### src/rtl/collatz_pkg.sv
// Shared types and defaults for the Collatz step-counting iterator.
`timescale 1ns/1ps
package collatz_pkg;

  typedef enum logic [1:0] {
    IDLE = 2'd0,
    RUN  = 2'd1,
    DONE = 2'd2
  } state_t;

  localparam int unsigned DEF_WIDTH  = 32;
  localparam int unsigned DEF_CWIDTH = 16;

  // Count value reported when the step counter would wrap.
  localparam logic [DEF_CWIDTH-1:0] COUNT_SAT = '1;

endpackage

### src/rtl/collatz_step.sv
// One Collatz step: next n, count increment and 3n+1 overflow flag.
// COLLATZ_SHORTCUT_EN folds the halving after 3n+1 into the same step.
`timescale 1ns/1ps
module collatz_step
  import collatz_pkg::*;
#(
  parameter int unsigned WIDTH = DEF_WIDTH
) (
  input  logic [WIDTH-1:0] n,
  output logic [WIDTH-1:0] n_next,
  output logic [1:0]       inc,
  output logic             ovf
);

  logic [WIDTH+1:0] triple;

  always_comb begin
    triple = {2'b00, n} + {1'b0, n, 1'b0} + (WIDTH+2)'(1);
    n_next = n >> 1;
    inc    = 2'd1;
    ovf    = 1'b0;
    if (n[0]) begin
      // Overflow is judged on the unshifted 3n+1 so both builds abort identically.
      ovf = |triple[WIDTH+1:WIDTH];
`ifdef COLLATZ_SHORTCUT_EN
      n_next = triple[WIDTH:1];
      inc    = 2'd2;
`else
      n_next = triple[WIDTH-1:0];
      inc    = 2'd1;
`endif
    end
  end

endmodule

### src/rtl/collatz_iter.sv
// Iterates the Collatz map from a seed and reports the step count to reach 1.
// Optional macro COLLATZ_SHORTCUT_EN (in collatz_step) halves odd-step latency.
`timescale 1ns/1ps
module collatz_iter
  import collatz_pkg::*;
#(
  parameter int unsigned WIDTH  = DEF_WIDTH,
  parameter int unsigned CWIDTH = DEF_CWIDTH
) (
  input  logic              clk,
  input  logic              rst_n,
  input  logic              go,
  input  logic [WIDTH-1:0]  start,
  output logic              busy,
  output logic              done,
  output logic [CWIDTH-1:0] count,
  output logic              err
);

  state_t            state_q, state_d;
  logic [WIDTH-1:0]  n_q, n_d;
  logic [CWIDTH-1:0] count_q, count_d;
  logic              err_q, err_d;

  logic [WIDTH-1:0]  step_n;
  logic [1:0]        step_inc;
  logic              step_ovf;
  logic [CWIDTH:0]   count_sum;

  collatz_step #(.WIDTH(WIDTH)) u_step (
    .n      (n_q),
    .n_next (step_n),
    .inc    (step_inc),
    .ovf    (step_ovf)
  );

  always_comb begin
    state_d   = state_q;
    n_d       = n_q;
    count_d   = count_q;
    err_d     = err_q;
    count_sum = {1'b0, count_q} + (CWIDTH+1)'(step_inc);
    case (state_q)
      IDLE, DONE: begin
        if (go) begin
          state_d = RUN;
          n_d     = start;
          count_d = '0;
          err_d   = 1'b0;
        end else begin
          state_d = IDLE;
        end
      end
      RUN: begin
        // Overflow takes priority over counter wrap so count freezes at completed steps.
        if (n_q == WIDTH'(1)) begin
          state_d = DONE;
        end else if (n_q == '0) begin
          state_d = DONE;
          err_d   = 1'b1;
        end else if (step_ovf) begin
          state_d = DONE;
          err_d   = 1'b1;
        end else if (count_sum[CWIDTH]) begin
          state_d = DONE;
          err_d   = 1'b1;
          count_d = '1;
        end else begin
          n_d     = step_n;
          count_d = count_sum[CWIDTH-1:0];
        end
      end
      default: state_d = IDLE;
    endcase
  end

  always_ff @(posedge clk or negedge rst_n) begin
    if (!rst_n) begin
      state_q <= IDLE;
      n_q     <= '0;
      count_q <= '0;
      err_q   <= 1'b0;
    end else begin
      state_q <= state_d;
      n_q     <= n_d;
      count_q <= count_d;
      err_q   <= err_d;
    end
  end

  assign busy  = (state_q == RUN);
  assign done  = (state_q == DONE);
  assign count = count_q;
  assign err   = err_q;

endmodule
### config.mk
export PLATFORM = sky130hd
export DESIGN_NAME = collatz_iter
export DESIGN_NICKNAME = d
export VERILOG_FILES = /design/src/rtl/collatz_pkg.sv /design/src/rtl/collatz_step.sv /design/src/rtl/collatz_iter.sv
export SDC_FILE = /design/constraint.sdc
export NUM_CORES = 1
export LEC_CHECK = 0
export CORE_UTILIZATION = 25
export DETAILED_ROUTE_END_ITERATION = 10
export GPL_ROUTABILITY_DRIVEN = 0
export SYNTH_ARGS = -nofsm -noshare
export SYNTH_HDL_FRONTEND = slang
export SYNTH_SLANG_ARGS = --single-unit
export TNS_END_PERCENT = 1
### constraint.sdc
create_clock -name clk -period 4.5 [get_ports clk]
set_clock_uncertainty 0.1 [all_clocks]
set_input_delay 0.675 -clock clk [delete_from_list [all_inputs] [get_ports clk]]
set_output_delay 0.675 -clock clk [all_outputs]
set_load 0.01 [all_outputs]
==> results.json <==
{
  "initial_core_util": 0.256,
  "clk_latency_ns": 0.31,
  "routedWlPerCell_um": 15.5,
  "syn_inst": 627,
  "cp.arrival_ns": 3.77,
  "vias_per_cell": 4.96,
  "yosysWarningCount": 0,
  "h-tree-depth": 2,
  "critPathRequiredTime_ns": 4.60,
  "drt_pass1_iterations": 5,
  "holdWs_ns": 0.392,
  "ys_ff_latch": 51,
  "numPortBuffers": 53,
  "yosysSeqAreaShare": 0.246,
  "async_reset_ff_frac": 1.00,
  "fp-row-count": 52,
  "min_period_over_period": 0.817,
  "hold_violations": 0,
  "dieArea_um2": 21400,
  "drc": 0,
  "cp_common_cell": "buf_4",
  "dp_hpwl_um": 10800,
  "n_antenna_cell": 0,
  "setup_viol": 0,
  "tightest_slew_ns": 0.815,
  "final_common_cell": "a21oi_1",
  "synth_edf_count": 0,
  "cp_slowest_cell": "o211a_1",
  "avgSynthCellArea_um2": 8.29,
  "antenna_found_initial": 0,
  "pin_count": 54,
  "antenna_left": 0,
  "fin_area_um2": 6110,
  "crit_path_start_kind": "register",
  "ys_types": 66,
  "critPathMaxStageDelay_ns": 0.47,
  "holdBufCountCts": 0,
  "maxCapViolCount": 0,
  "clkTransAtPathRegs_ns": 0.08,
  "hold_class": "in -> async",
  "final_max_slew_viol_count": 0,
  "dpl_cell_area_um2": 5960,
  "synth_ff_type": "dfrtp_1",
  "dp_worst_setup_slack_ns": 0.866,
  "routed-via-count": 4638,
  "grt_max_degree": 59,
  "syn_area_um2": 5200,
  "slew_headroom": 0.443,
  "fmax_mhz": 272,
  "nets": 752,
  "die_x_um": 146,
  "layout_setup_ws_ns": 0.825,
  "die_h_um": 146,
  "period_needed_ns": 3.67,
  "critPathTopFamily": "compound AO/OA/AOI/OAI gates",
  "cts_tree": "done",
  "syn-num-nets": 715,
  "wl_um": 14500,
  "ctsResizeCount": 0,
  "worstPathMaxFanout": 38,
  "cts_root_buf": "clkbuf_16",
  "syn2layout_area_growth_pct": 17.6,
  "cts_buffers": 5,
  "crit_type": "reg -> reg",
  "rsz0062_at_grt": "no",
  "drive_above_1_share": 0.0662,
  "tns_ns": 0,
  "drt_first_iter_violations": 321,
  "critical_path_buf_inv_count": 2,
  "grt_usage": 0.138,
  "end_kind": "register",
  "outcome": "complete, no violations",
  "gr-total-overflow": 0,
  "core_um2": 20300,
  "cts_buffer_depth": 2,
  "cts_sinks": 51,
  "grt_first_pass_wirelength_um": 23900,
  "layout_common_cells": "82 x a21oi_1, 52 x ha_1, 52 x clkdlybuf4s50_1",
  "grt_pass1_vias": 4696,
  "postCtsSetupRepairBufs": 0,
  "crit_chain": "buf_4 > ha_1 > o211ai_1 > a211oi_2 > nor2_1 > o311ai_4 > and3_1 > o31a_1 > o211a_1 > buf_4 > a21boi_0 > o21bai_1"
}
## cells in the mapped netlist, types with 8 or more instances
cell type,instances,area share
a21o_1,14,0.020
a21oi_1,82,0.079
a31oi_1,9,0.011
and3_1,9,0.011
clkbuf_1,17,0.012
dfrtp_1,51,0.25
ha_1,52,0.13
inv_1,41,0.030
mux2_4,10,0.029
mux2i_1,34,0.065
nand2_1,49,0.035
nand3_1,19,0.018
nand4_1,13,0.016
nor2_1,40,0.029
nor3_1,18,0.017
o211ai_1,8,0.012
o21ai_0,36,0.035
xnor2_1,12,0.020
xor2_1,10,0.017
## worst reg2reg max path, cell delays in order, from the launching register on
cell,delay [ns]
dfrtp_1,0.35
buf_4,0.42
ha_1,0.28
o211ai_1,0.14
a211oi_2,0.23
nor2_1,0.15
o311ai_4,0.41
and3_1,0.30
o31a_1,0.16
o211a_1,0.47
buf_4,0.29
a21boi_0,0.10
o21bai_1,0.15
## cell type report
class                      instances  area [um^2]
inverter                          42          158
sequential                        51         1280
tap                              270          338
clock buffer                       5          125
fill                            2197        14200
multi-input combinational        503         3600
clock inverter                     3         28.8
timing repair buffer              61          586
## layer usage
metal  wire length (um)  track usage  part of all wire
met5                  0            0                 0
met4                214       0.0297             0.015
met2               6460        0.222              0.45
met3                476       0.0234             0.033
met1               7320        0.191              0.51
## final timing paths
kind,from,end,cells past startpoint,slack [ns]
setup / recovery,n_q[0]$_DFFE_PN0P_,count[15]$_DFFE_PN0P_,12,0.83
hold / removal,rst_n,n_q[23]$_DFFE_PN0P_,2,0.39
setup reg to reg,n_q[0]$_DFFE_PN0P_,count[15]$_DFFE_PN0P_,12,0.83
hold reg to reg,err$_DFFE_PN0P_,err$_DFFE_PN0P_,2,0.48
max in group asynchronous,rst_n,n_q[6]$_DFFE_PN0P_,2,3.43
min in group clk,err$_DFFE_PN0P_,err$_DFFE_PN0P_,2,0.48
## stage by stage
stage           util  cells
2_1_floorplan      -    627
3_3_place_gp   0.293    927
3_5_place_dp   0.293    927
4_1_cts        0.301    935
5_1_grt        0.301    935
6_report       0.301    935
## registers in the layout (all words and copies together), names as in the netlist, named ones only
name,count
count,16
err,1
n_q,31
state_q,2
## kinds of logic (layout without fill, tap and decap cells)
logic type,after synthesis,count (layout),share of synthesized area
xor gates and xnor gates,22,22,0.0371
buffers and inverters,73,111,0.0623
muxes,47,47,0.101
AOI/OAI and AO/OA,211,211,0.270
and+or+nand+nor,170,170,0.155
adders and majority gates,53,53,0.129
DFF,51,51,0.246
Power is left out: the tool's default activity adds up to more than one toggle a clock period on the data nets, which glitch-free logic cannot reach.
